`config.mk`:
```
export PLATFORM = sky130hd
export DESIGN_NAME = canoe_game_ctrl_flat
export DESIGN_NICKNAME = d
export VERILOG_FILES = /design/src/rtl/canoe_game_ctrl_if.sv /design/src/rtl/canoe_game_ctrl.sv /design/src/flat_wrapper.sv
export SDC_FILE = /design/constraint.sdc
export NUM_CORES = 1
export LEC_CHECK = 0
export BUFFER_PORTS_ARGS = -buffer_cell sky130_fd_sc_hd__buf_2
export CAP_MARGIN = 40
export CORE_MARGIN = 8
export CORE_UTILIZATION = 36
export CTS_BUF_LIST = sky130_fd_sc_hd__clkbuf_16
export CTS_CLUSTER_DIAMETER = 50
export DETAILED_ROUTE_END_ITERATION = 8
export SLEW_MARGIN = 0
export SYNTH_ARGS = -nofsm -noshare
export SYNTH_HDL_FRONTEND = slang
export SYNTH_SLANG_ARGS = --single-unit
```
`constraint.sdc`:
```
create_clock -name clk -period 1.8 [get_ports clk]
set_clock_uncertainty 0.05 [all_clocks]
set_input_delay 0.09 -clock clk [delete_from_list [all_inputs] [get_ports clk]]
set_output_delay 0.09 -clock clk [all_outputs]
set_load 0.005 [all_outputs]
```
`src/rtl/canoe_game_ctrl_if.sv`:
```
// Control/status bundle between the button front end, the rule checker and the
// canoe game sequencer.
interface canoe_game_ctrl_if;
    logic       tick;
    logic       sw6;
    logic       sw5;
    logic       go_req;
    logic       diff_next;
    logic       win_flag;
    logic       fail_flag;
    logic [1:0] game_state;
    logic [3:0] cnt_canoe;
    logic       canoe_side;
    logic       moving;
    logic [4:0] move_cnt;
    logic [1:0] difficulty;

    modport master (
        output tick, sw6, sw5, go_req, diff_next, win_flag, fail_flag,
        input  game_state, cnt_canoe, canoe_side, moving, move_cnt, difficulty
    );

    modport slave (
        input  tick, sw6, sw5, go_req, diff_next, win_flag, fail_flag,
        output game_state, cnt_canoe, canoe_side, moving, move_cnt, difficulty
    );
endinterface

```
`src/rtl/canoe_game_ctrl.sv`:
```
// Game sequencer for the cat-and-dog canoe crossing puzzle: state machine,
// canoe animation counter, crossing counter and difficulty selection.
module canoe_game_ctrl #(
    parameter int LIMIT_0 = 15,
    parameter int LIMIT_1 = 11,
    parameter int LIMIT_2 = 9,
    parameter int LIMIT_3 = 7
) (
    input logic              clk,
    input logic              rst_n,
    canoe_game_ctrl_if.slave bus
);
    typedef enum logic [2:0] {
        S_OFF, S_SETUP, S_READY, S_MOVE, S_ARRIVE, S_WON, S_LOST
    } state_t;

    state_t     state, state_nxt;
    logic [3:0] cnt_q, cnt_nxt;
    logic       side_q, side_nxt;
    logic [4:0] mc_q, mc_nxt;
    logic [1:0] diff_q, diff_nxt;
    logic       game_clear;
    logic [5:0] mc_inc;

    function automatic logic [4:0] sat_inc5(input logic [4:0] v);
        return (v == 5'd31) ? v : v + 5'd1;
    endfunction

    function automatic logic [5:0] limit_of(input logic [1:0] d);
        case (d)
            2'd0:    return 6'(LIMIT_0);
            2'd1:    return 6'(LIMIT_1);
            2'd2:    return 6'(LIMIT_2);
            default: return 6'(LIMIT_3);
        endcase
    endfunction

    // Widened so the limit compare sees the true post-arrival count.
    assign mc_inc = {1'b0, mc_q} + 6'd1;

    always_ff @(posedge clk or negedge rst_n) begin
        if (!rst_n) begin
            state  <= S_OFF;
            cnt_q  <= '0;
            side_q <= 1'b0;
            mc_q   <= '0;
            diff_q <= '0;
        end else begin
            state  <= state_nxt;
            cnt_q  <= cnt_nxt;
            side_q <= side_nxt;
            mc_q   <= mc_nxt;
            diff_q <= diff_nxt;
        end
    end

    always_comb begin
        state_nxt  = state;
        cnt_nxt    = cnt_q;
        side_nxt   = side_q;
        mc_nxt     = mc_q;
        diff_nxt   = diff_q;
        game_clear = 1'b0;
        if (!bus.sw6) begin
            state_nxt  = S_OFF;
            game_clear = 1'b1;
        end else begin
            case (state)
                S_OFF: begin
                    if (bus.sw5) begin
                        state_nxt = S_SETUP;
                    end else begin
                        state_nxt  = S_READY;
                        game_clear = 1'b1;
                    end
                end
                S_SETUP: begin
                    if (bus.diff_next) diff_nxt = diff_q + 2'd1;
                    if (!bus.sw5) begin
                        state_nxt  = S_READY;
                        game_clear = 1'b1;
                    end
                end
                S_READY: begin
                    if (bus.sw5)         state_nxt = S_SETUP;
                    else if (bus.go_req) state_nxt = S_MOVE;
                end
                S_MOVE: begin
                    // Arrival is detected on the tick that lands on the far bank.
                    if (bus.tick) begin
                        if (!side_q) begin
                            cnt_nxt = cnt_q + 4'd1;
                            if (cnt_q == 4'd14) state_nxt = S_ARRIVE;
                        end else begin
                            cnt_nxt = cnt_q - 4'd1;
                            if (cnt_q == 4'd1) state_nxt = S_ARRIVE;
                        end
                    end
                end
                S_ARRIVE: begin
                    side_nxt = ~side_q;
                    mc_nxt   = sat_inc5(mc_q);
                    if (bus.fail_flag)                 state_nxt = S_LOST;
                    else if (bus.win_flag)             state_nxt = S_WON;
                    else if (mc_inc == limit_of(diff_q)) state_nxt = S_LOST;
                    else                               state_nxt = S_READY;
                end
                S_WON, S_LOST: begin
                    if (bus.sw5) begin
                        state_nxt = S_SETUP;
                    end else if (bus.go_req) begin
                        state_nxt  = S_READY;
                        game_clear = 1'b1;
                    end
                end
                default: state_nxt = S_OFF;
            endcase
        end
        if (game_clear) begin
            cnt_nxt  = '0;
            side_nxt = 1'b0;
            mc_nxt   = '0;
        end
    end

    always_comb begin
        case (state)
            S_READY, S_MOVE, S_ARRIVE: bus.game_state = 2'd2;
            S_WON:                     bus.game_state = 2'd1;
            default:                   bus.game_state = 2'd0;
        endcase
    end

    assign bus.cnt_canoe  = cnt_q;
    assign bus.canoe_side = side_q;
    assign bus.moving     = (state == S_MOVE);
    assign bus.move_cnt   = mc_q;
    assign bus.difficulty = diff_q;
endmodule

```
`src/flat_wrapper.sv`:
```
// flat-port wrapper written by rule: the top's interface ports become plain ports
module canoe_game_ctrl_flat 
#(
    parameter int LIMIT_0 = 15,
    parameter int LIMIT_1 = 11,
    parameter int LIMIT_2 = 9,
    parameter int LIMIT_3 = 7
)
  (clk, rst_n, bus_tick, bus_sw6, bus_sw5, bus_go_req, bus_diff_next, bus_win_flag, bus_fail_flag, bus_game_state, bus_cnt_canoe, bus_canoe_side, bus_moving, bus_move_cnt, bus_difficulty);
  canoe_game_ctrl_if bus_i ();
  input logic clk;
  input logic rst_n;
  input wire logic [$bits(bus_i.tick)-1:0] bus_tick;
  input wire logic [$bits(bus_i.sw6)-1:0] bus_sw6;
  input wire logic [$bits(bus_i.sw5)-1:0] bus_sw5;
  input wire logic [$bits(bus_i.go_req)-1:0] bus_go_req;
  input wire logic [$bits(bus_i.diff_next)-1:0] bus_diff_next;
  input wire logic [$bits(bus_i.win_flag)-1:0] bus_win_flag;
  input wire logic [$bits(bus_i.fail_flag)-1:0] bus_fail_flag;
  output wire logic [$bits(bus_i.game_state)-1:0] bus_game_state;
  output wire logic [$bits(bus_i.cnt_canoe)-1:0] bus_cnt_canoe;
  output wire logic [$bits(bus_i.canoe_side)-1:0] bus_canoe_side;
  output wire logic [$bits(bus_i.moving)-1:0] bus_moving;
  output wire logic [$bits(bus_i.move_cnt)-1:0] bus_move_cnt;
  output wire logic [$bits(bus_i.difficulty)-1:0] bus_difficulty;
  assign bus_i.tick = bus_tick;
  assign bus_i.sw6 = bus_sw6;
  assign bus_i.sw5 = bus_sw5;
  assign bus_i.go_req = bus_go_req;
  assign bus_i.diff_next = bus_diff_next;
  assign bus_i.win_flag = bus_win_flag;
  assign bus_i.fail_flag = bus_fail_flag;
  assign bus_game_state = bus_i.game_state;
  assign bus_cnt_canoe = bus_i.cnt_canoe;
  assign bus_canoe_side = bus_i.canoe_side;
  assign bus_moving = bus_i.moving;
  assign bus_move_cnt = bus_i.move_cnt;
  assign bus_difficulty = bus_i.difficulty;
  canoe_game_ctrl #(.LIMIT_0(LIMIT_0), .LIMIT_1(LIMIT_1), .LIMIT_2(LIMIT_2), .LIMIT_3(LIMIT_3)) u_core (.clk(clk), .rst_n(rst_n), .bus(bus_i));
endmodule
```
==> results.json <==
{
  "outcome": "finished clean",
  "synthTopCellsByArea": "dfrtp_1 34%, ha_1 9.1%, xnor2_1 5.6%, xor2_1 4.8%, nor2_1 4.1%",
  "critical_path_required_ns": 1.89,
  "synthArstFlopShare_pct": 100,
  "grt_usage_pct": 10.9,
  "tightest_slew_ns": 0.396,
  "final_hold_viol_count": 0,
  "setup_viol": 0,
  "cts_max_path_buffers": 2,
  "start_util_pct": 37.0,
  "synth_top_cell_by_area": "dfrtp_1",
  "io_pins": 24,
  "fin_crit_ns": 1.75,
  "root_buffer": "clkbuf_16",
  "startpoint_type": "flip-flop",
  "diodes": 0,
  "hpwl_mm": 1.97,
  "synth.distinct_cells": 39,
  "synth_top_cell_area_share_pct": 34.1,
  "post-route-period-util_pct": 97.3,
  "antenna_found_initial": 0,
  "worstSetupPathType": "flip-flop to flip-flop",
  "syn_area_sq_um": 1100,
  "ys_ff_latch": 15,
  "worstPathArrival_ns": 1.84,
  "overflow": 0,
  "cts_sinks": 15,
  "dr.pass1.iters": 4,
  "maxCapViolations": 0,
  "cts_buffers": 3,
  "p_leak_nw": 0.706,
  "cp_num_buf_inv": 0,
  "h-tree-depth": 1,
  "die_width_microns": 71.3,
  "grt_pass1_vias": 1003,
  "worstHoldPathType": "primary input to flip-flop",
  "powerDensity_nw_per_um2": 906,
  "critPathMaxFanout": 4,
  "relSlewSlack_pct": 73.6,
  "synth_edf_count": 0,
  "total_power_w": 0.00131,
  "worst_path_largest_cell_delay_ns": 0.39,
  "dpl_worst_slack_ns": 0.00183,
  "path_cells": "ha_2 -> and3_4 -> ha_4 -> nor4b_4 -> nand4_1 -> xor2_1 -> nor2_1",
  "ys_seq_area_share_pct": 34.1,
  "grt_max_degree": 16,
  "cts_tree": "done",
  "dieArea_sq_um": 5090,
  "gp_congestion": 0.829,
  "core-area_sq_um": 2980,
  "drt_wl_total_mm": 2.58,
  "syn_nets": 132,
  "vias": 938,
  "port_buffers": 23,
  "ant_nets": 0,
  "rsz0062_at_grt": "true",
  "std_cell_rows": 20,
  "cp_top_family": "simple AND/OR/NAND/NOR gates",
  "vias_per_cell": 5.07,
  "yosysWarnings": 0,
  "hold_ws_ns": 0.0811,
  "end_kind": "flip-flop",
  "finalWorstSetupSlack_ns": 0.0485,
  "max_freq_mhz": 571,
  "crit_path_top_delay_cell": "dfrtp_1",
  "cts.clk_slew.worst_paths_ns": 0.05,
  "netlist_instances": 115,
  "final_max_slew_viol_count": 0,
  "syn_to_final_growth_pct": 30.6,
  "grt_first_pass_wirelength_mm": 4.51,
  "drcViolationCount": 0,
  "die_y_microns": 71.3,
  "finalNetCount": 170,
  "peakVddDrop_uv": 853,
  "clock_latency_ns": 0.25,
  "drt_iter0_drc": 31,
  "ys.flop_type": "dfrtp_1",
  "synth.avg_cell_area_sq_um": 9.59,
  "drive_gt1_share_pct": 32.9,
  "final_util_pct": 48.4,
  "wl_per_cell_microns": 13.9
}
==> metal layers <==
metal / vias to the layer above / routed length [microns] / global-route usage, %
li1: 479 / - / -
met1: 432 / 1280 / 12.4
met2: 23 / 1140 / 18.1
met3: 4 / 107 / 3.63
met4: 0 / 49 / 5.08
met5: - / 0 / 0
==> Yosys cell counts (2+ instances only) <==
master	instances
o21a_1	2
mux2i_1	3
nand3_1	2
and3_1	2
nor2_1	12
o21ai_0	7
nor2b_1	5
a31oi_1	2
dfrtp_1	15
nor3_1	2
nand4_1	2
xnor2_1	7
nand4b_1	2
a21oi_1	2
a211oi_1	2
nand2_1	4
inv_1	8
xor2_1	6
buf_4	3
ha_1	8
==> path summary, 6_finish.rpt <==
| check | slack (ns) | depth (start not counted) | to | from |
|---|---|---|---|---|
| min | 0.08 | 2 | u_core.state[1] | bus_sw6 |
| max | 0.05 | 7 | u_core.bus.move_cnt[3] | u_core.bus.move_cnt[0] |
| min reg2reg | 0.51 | 2 | u_core.bus.difficulty[1] | u_core.bus.difficulty[1] |
| max reg2reg | 0.05 | 7 | u_core.bus.move_cnt[3] | u_core.bus.move_cnt[0] |
| max in group asynchronous | 1.18 | 2 | u_core.state[0] | rst_n |
| min in group asynchronous | 0.24 | 2 | u_core.bus.move_cnt[0] | rst_n |
==> logic make-up after synthesis <==
group                      Yosys count  share of synthesized area, %
adders and majority gates            8                          9.08
DFF                                 15                          34.1
muxes                                3                          2.72
buffers and inverters               12                          5.11
and+or+nand+nor                     41                          24.5
xor gates and xnor gates            13                          10.3
AOI/OAI and AO/OA                   23                          14.2
==> layout make-up <==
class	instances	area, sq um
timing repair buffer	37	223
fill	286	1540
multi-input combinational	88	691
tap	33	41.3
clock inverter	1	5.00
sequential	15	375
clock buffer	3	75.1
inverter	8	30.0
==> cell usage in the layout, fill, tap and decap left out, types with 3 or more instances in the layout <==
cell	count
xor2_1	6
ha_1	6
nor2b_1	5
buf_2	23
inv_1	8
nand2_1	4
buf_4	13
nor2_1	12
dfrtp_1	15
clkbuf_16	3
mux2i_1	3
o21ai_0	7
xnor2_1	7
==> stage by stage <==
step | std cells | instance area, sq um | TNS [ns]
final | 185 | 1440 | 0
after global routing | 185 | 1440 | -0.0417
after CTS | 183 | 1410 | 0
after detailed placement | 178 | 1320 | 0
after global placement | 178 | 1320 | 0
after floorplan | 115 | 1100 | -0.0456
==> registers in the layout (all words and copies together) (netlist names) <==
name	flops
u_core.bus.canoe_side	1
u_core.bus.difficulty	2
u_core.bus.cnt_canoe	4
u_core.state	3
u_core.bus.move_cnt	5
==> power by group <==
group	internal (W)	switching [W]
Sequential	0.000378	0.0000633
Combinational	0.000217	0.000208
Clock	0.000297	0.000142
Total	0.000892	0.000414
==> timing repair <==
action / in CTS / in global routing
hold endpoints to repair: 15 / 0
setup endpoints to repair: 2 / 5
hold buffers: 1 / 0
resized for setup: 2 / 2
pin swaps: 2 / 4
buffers inserted: 0 / 2
Note: power is estimated with default switching activity, not from simulation.
